===== src/rtl/fifo_prog.sv =====
// Synchronous FIFO with run-time programmable almost-full/almost-empty thresholds,
// registered read data and a sticky overflow/underflow error flag.
`timescale 1ns/1ps

module fifo_prog #(
    parameter int DATA_W = 6,
    parameter int ADDR_W = 4,
    parameter int AF_RST = 12,
    parameter int AE_RST = 3
) (
    input  logic              clk,
    input  logic              reset,
    input  logic              cfg_load,
    input  logic [ADDR_W-1:0] af_thr_i,
    input  logic [ADDR_W-1:0] ae_thr_i,
    input  logic              push,
    input  logic [DATA_W-1:0] data_in,
    input  logic              pop,
    output logic [DATA_W-1:0] data_out,
    output logic              valid,
    output logic [ADDR_W:0]   count,
    output logic              empty,
    output logic              full,
    output logic              almost_empty,
    output logic              almost_full,
    output logic              error
);

    localparam int DEPTH = 2 ** ADDR_W;
    localparam logic [ADDR_W:0] DEPTH_CNT = (ADDR_W + 1)'(DEPTH);

    logic [DATA_W-1:0] mem [DEPTH];
    logic [ADDR_W-1:0] wr_ptr;
    logic [ADDR_W-1:0] rd_ptr;
    logic [ADDR_W-1:0] af_thr;
    logic [ADDR_W-1:0] ae_thr;
    logic              push_ok;
    logic              pop_ok;
    logic              overflow;
    logic              underflow;

    // A push into a full FIFO is still accepted when a pop frees a slot on the same edge.
    always_comb begin
        empty        = (count == '0);
        full         = (count == DEPTH_CNT);
        almost_full  = (count >= {1'b0, af_thr});
        almost_empty = (count <= {1'b0, ae_thr});
        pop_ok       = pop & ~empty;
        push_ok      = push & (~full | pop);
        overflow     = push & full & ~pop;
        underflow    = pop & empty;
    end

    // Storage is deliberately left out of reset; only the pointers define what is valid.
    always_ff @(posedge clk) begin
        if (push_ok && !reset) begin
            mem[wr_ptr] <= data_in;
        end
    end

    always_ff @(posedge clk or posedge reset) begin
        if (reset) begin
            wr_ptr   <= '0;
            rd_ptr   <= '0;
            count    <= '0;
            data_out <= '0;
            valid    <= 1'b0;
            error    <= 1'b0;
            af_thr   <= ADDR_W'(AF_RST);
            ae_thr   <= ADDR_W'(AE_RST);
        end else begin
            valid <= pop_ok;
            if (push_ok) begin
                wr_ptr <= wr_ptr + ADDR_W'(1);
            end
            if (pop_ok) begin
                data_out <= mem[rd_ptr];
                rd_ptr   <= rd_ptr + ADDR_W'(1);
            end
            case ({push_ok, pop_ok})
                2'b10:   count <= count + (ADDR_W + 1)'(1);
                2'b01:   count <= count - (ADDR_W + 1)'(1);
                default: count <= count;
            endcase
            if (overflow || underflow) begin
                error <= 1'b1;
            end
            if (cfg_load) begin
                af_thr <= af_thr_i;
                ae_thr <= ae_thr_i;
            end
        end
    end

endmodule


===== config.mk =====
export PLATFORM = sky130hd
export DESIGN_NAME = fifo_prog
export DESIGN_NICKNAME = d
export VERILOG_FILES = /design/src/rtl/fifo_prog.sv
export SDC_FILE = /design/constraint.sdc
export NUM_CORES = 1
export LEC_CHECK = 0
export CAP_MARGIN = 30
export CORE_MARGIN = 5
export CORE_UTILIZATION = 47
export DETAILED_ROUTE_END_ITERATION = 7
export HOLD_SLACK_MARGIN = 0.03
export PLACE_DENSITY = 0.7
export SYNTH_ARGS = -nofsm -noshare
export SYNTH_HDL_FRONTEND = slang
export SYNTH_SLANG_ARGS = --single-unit

===== constraint.sdc =====
create_clock -name clk -period 3.69 [get_ports clk]
set_clock_uncertainty 0.2 [all_clocks]
set_input_delay 0.738 -clock clk [delete_from_list [all_inputs] [get_ports clk]]
set_output_delay 0.738 -clock clk [all_outputs]
set_load 0.02 [all_outputs]

# Yosys cells after proc, flatten, opt, wreduce, memory -nomap -nowiden
# Memory sizes are Yosys's and may differ from the RTL's. A register that Yosys moved wholly into a read port is not among the register bits.
# Cells that the tools add are included.
# W data, S select, Z words.
[word_totals]
word_cells = 34
romBits = 0
ramBits = 96
latchBits = 0
out_inout_bits = 17
inputBits = 19
register_bits = 23
n_memories = 1
[memory_table]
columns = ["memory", "words", "width", "read_ports", "rd_clocked_by_memory_dff", "write_ports", "line_no", "rtl"]
rows = [
  ["mem", 16, 6, 1, 1, 1, "32", "logic [DATA_W-1:0] mem [DEPTH];"],
]
[classes]
n_bitwise = 9
shift = 0
magnitude_cmp = 2
mux = 3
n_reduce_logical = 5
eq_ne = 3
n_div = 0
n_mul = 0
n_addsub = 4
[ops]
columns = ["operator", "count"]
rows = [
  ["$pmux W5 S2", 1],
  ["$add A4 B1 Y4 const B", 2],
  ["$add A5 B1 Y5 const B", 1],
  ["$and A1 B1 Y1", 5],
  ["$eq A5 B5 Y1 const B", 1],
  ["$ge A5 B4 Y1", 1],
  ["$le A5 B4 Y1", 1],
  ["$logic_not A5 Y1", 1],
  ["$sub A5 B1 Y5 const B", 1],
  ["$not A1 Y1", 3],
  ["$eq A2 B1 Y1 const B", 1],
  ["$eq A2 B2 Y1 const B", 1],
  ["$mux W1", 2],
  ["$reduce_bool A2 Y1", 1],
  ["$logic_and A1 B1 Y1", 1],
  ["$logic_not A1 Y1", 1],
  ["$logic_or A1 B1 Y1", 1],
  ["$or A1 B1 Y1", 1],
]

# Logic depth before layout (Yosys ltp)
[depth]
word_depth = 7
depth_mapped = 13
ltp_nobuf = 12

# Worst setup path after synthesis
# No wires, ideal clock.
[synth_timing]
path_kind = "flip-flop to flip-flop"
start = "reg count[0]"
end = "reg count[4]"
stages_incl_launch_ff = 11
setup_ps = 134
n_path_buf = 0
synth_period_minus_slack_ps = 3249
path_slack_ps = 441
t_required_ps = 3356
t_arrival_ps = 2914
path_cell_list = "dfrtp_1 > or4_4 > o21ai_4 > inv_2 > ha_1 > ha_1 > nor2b_1 > o21ai_0 > a21oi_1 > or3b_2 > xnor2_1"
[synth_between]
word_cells_on_any_way = 13
[synth_lines]
columns = ["item", "line_no", "rtl"]
rows = [
  ["start: declaration", "21", "output logic [ADDR_W:0] count,"],
  ["start signal: assignment", "81", "2'b10: count <= count + (ADDR_W + 1)'(1);"],
  ["start signal: assignment", "82", "2'b01: count <= count - (ADDR_W + 1)'(1);"],
  ["start signal: assignment", "83", "default: count <= count;"],
  ["$logic_not A5 Y1 (*)", "44", "empty = (count == '0);"],
  ["$not A1 Y1 (*)", "48", "pop_ok = pop & ~empty;"],
  ["$and A1 B1 Y1 (*)", "48", ""],
  ["via pop_ok", "38", "logic pop_ok;"],
  ["$eq A2 B1 Y1 or $eq A2 B2 Y1 (tied branches)", "80", "case ({push_ok, pop_ok})"],
  ["$pmux W5 S2 or $reduce_bool A2 Y1 (tied branches)", "--", ""],
]
# The timed path passes the listed nets; every way through them passes the cells marked *.
# A chain may end at the register's enable or synchronous reset.

# Worst setup path in the final report
[layout_timing]
start = "reg ae_thr[1]"
end = "out almost_empty"
[layout_between]
elab_chain_len = 1
[layout_rtl]
columns = ["item", "line_no", "rtl"]
rows = [
  ["start: declaration", "36", "logic [ADDR_W-1:0] ae_thr;"],
  ["start signal: assignment", "70", "ae_thr <= ADDR_W'(AE_RST);"],
  ["start signal: assignment", "90", "ae_thr <= ae_thr_i;"],
  ["$le A5 B4 Y1", "47", "almost_empty = (count <= {1'b0, ae_thr});"],
  ["end: declaration", "24", "output logic almost_empty,"],
]
# Every way passes these cells.

==> metrics.txt <==
Max IR drop VDD 0.553 mV; area post-placement 5780 sq um; die width 116 microns; syn_nets 350; Final WS setup 0.241 ns; final wirelength 10300 microns; commonest non-fill, non-tap cell in the layout edfxtp_1; clock-pin slew on the worst setup and hold paths 0.05 ns; critical path, cell by cell inv_1 > ha_1 > nor2b_1 > o21a_1 > o21ai_0 > nand2b_1 > a21oi_1 > clkdlybuf4s50_1; dpl ws 0.177 ns; P_leak 2.34 nW; beginning of the critical path ae_thr[1]; RSZ-0062 raised after global routing false; Hold Crit Class flip-flop to flip-flop; area of the multi-input gates 1530 sq um; Post-Syn Area 5270 sq um; CP max stage cell clkdlybuf4s50_1; status completed; global placer's final weighted congestion 0.710; Crit path depth 8; clock root buffer clkbuf_16; total power draw 0.00515 W; Reg area 3610 sq um; worst r2r src count[1]; most frequent cells in the layout edfxtp_1 (96), clkdlybuf4s50_1 (35), nand2_1 (28); endpoints failing setup 0; Post-synth ARST share 23.2%; maximum clock path buffer count 2; hold-critical path depth 1; Setup crit end kind output pin; DR vias/cell 5.31; Overflow after GRT 0; power per cell area 801 nW/um^2; R2R Path End count[4]; Crit Path Class flip-flop to output pin; r2r setup slk 0.37 ns; layout filler cell count 832; DRC errors left 0; clock latency on the worst-skew pair 0.41 ns; cts bufs inserted 17; post-synthesis sequential area ratio 68.5%; Slew headroom 42.6%; Req. time, crit path 2.75 ns; WL per Instance 20.0 microns; setup TNS 0 ns; fmax 290 MHz; CTS Hold Bufs 0; Worst Path Buf+Inv 2; critical path endpoint almost_empty; Yosys reg bits 125; Final Cell Area 6430 sq um; r2r worst-path depth 10; Top Ports 36; Die Span Y 116 microns; H-tree levels 4; Max Cap Viol 0; crit-path max FO 2; antenna-violating nets left 0; post_cts resized 0; Tot GR Track Use 16.8%; CTS tree done; crit path launch type flip-flop; Crit path max-delay family buffers and inverters; final worst-path cycle share 93.5%; Gate Count Post-Synth 313; mean area per synthesized cell 16.8 sq um; Arrival @ worst endpoint 2.51 ns; total setup buffers inserted after CTS 0; TritonRoute pass-1 iters 4; fin. max-slew vios 0; TritonCTS sink count 125; initial antenna violation count 0; largest net degree at the start of global routing 30; first-pass GRT wire length 16300 microns; vias in the first global route 2884; Post-synth top flop edfxtp_1; DRT iter0 DRCs 218; max incr delay on CP 0.63 ns; IO Port Bufs 35; Netlist cell types 36; DP HPWL 6680 microns; routed vias 2730; nets 398; yosys warns 0; Fin Hold WS 0.256 ns; die area 13400 sq um; minimum clock period after layout 3.45 ns; Slew @ Worst Pin 0.861 ns; antenna diode count 0; Area Growth Syn to Fin 21.9%; layout cells sized above 1 21.1%; Core Footprint 10900 sq um; Initial Utilization 48.2%; final hold viol count 0; EDFF count, synth 96; row cnt 38
## registers in the layout, indices dropped and copies added, names as in the netlist, 4 cells and up
register  cells
count         5
ae_thr        4
mem          96
rd_ptr        4
data_out      6
af_thr        4
wr_ptr        4
## layer usage
layer	track usage (%)	vias to the layer above	share of wire (%)
met2	26.9	63	49
met3	4.91	11	5.1
met5	0	-	0
li1	-	1284	-
met1	22.5	1372	45
met4	5.10	0	1.1
## synth_stat cells, drive strengths merged, types with 3 or more instances
cell type | count | area [sq um]
nand2 | 29 | 116
dfrtp | 25 | 626
clkbuf | 5 | 18.8
nor2 | 20 | 75.1
o21ai | 13 | 76.3
nor2b | 3 | 18.8
edfxtp | 96 | 2880
xnor2 | 8 | 70.1
buf | 8 | 47.5
a21oi | 4 | 20.0
ha | 17 | 213
inv | 16 | 60.1
mux4 | 24 | 541
o221ai | 6 | 90.1
mux2i | 14 | 140
nand4 | 3 | 18.8
dfstp | 4 | 105
## how the worst min path moves through the flow
stage | from | end | slack [ns]
after floorplan | ae_thr[1] | ae_thr[1] | 0.26
after global placement | error | error | 0.25
after detailed placement | error | error | 0.25
after CTS | error | error | 0.26
after global routing | error | error | 0.29
final | error | error | 0.26
## stage by stage
stage	utilization, %	std cells
2_1_floorplan	-	313
3_3_place_gp	52.8	481
3_5_place_dp	52.8	481
4_1_cts	58.5	513
5_1_grt	58.8	514
6_report	58.8	514
## kinds of logic (layout without fill, tap and decap cells)
group / after synthesis / in the layout / share of synthesized area (%)
xor+xnor: 10 / 10 / 1.66
buf+inv: 29 / 90 / 2.40
mux: 40 / 40 / 13.3
simple gates: 64 / 64 / 5.51
flops: 125 / 125 / 68.5
fa+ha+maj: 18 / 18 / 4.41
compound gates: 27 / 27 / 4.13
## worst register-to-register path: stages, from the launching register on
cell and delay (ns):
dfrtp_1 0.47, or4_4 0.57, o21ai_4 0.29, inv_2 0.07, ha_1 0.25, ha_1 0.34
nor2b_1 0.14, o21ai_0 0.20, a21oi_1 0.09, or3b_2 0.45, xnor2_1 0.14
## layout make-up
cell class | count | area share (%)
flip-flops and latches | 125 | 56.2
multi-input cells | 159 | 23.8
clock buffers | 19 | 6.74
repair buffers | 42 | 6.58
clock inverters | 13 | 2.96
well taps | 140 | 2.73
inverters | 16 | 0.935
## where the power goes
group	switching, W	internal [W]	leakage, nW
sequential	0.000210	0.00170	1.20
combinational	0.000746	0.000748	0.828
clock	0.000604	0.00114	0.302
total	0.00156	0.00359	2.34
(Power assumes the default switching activity.)
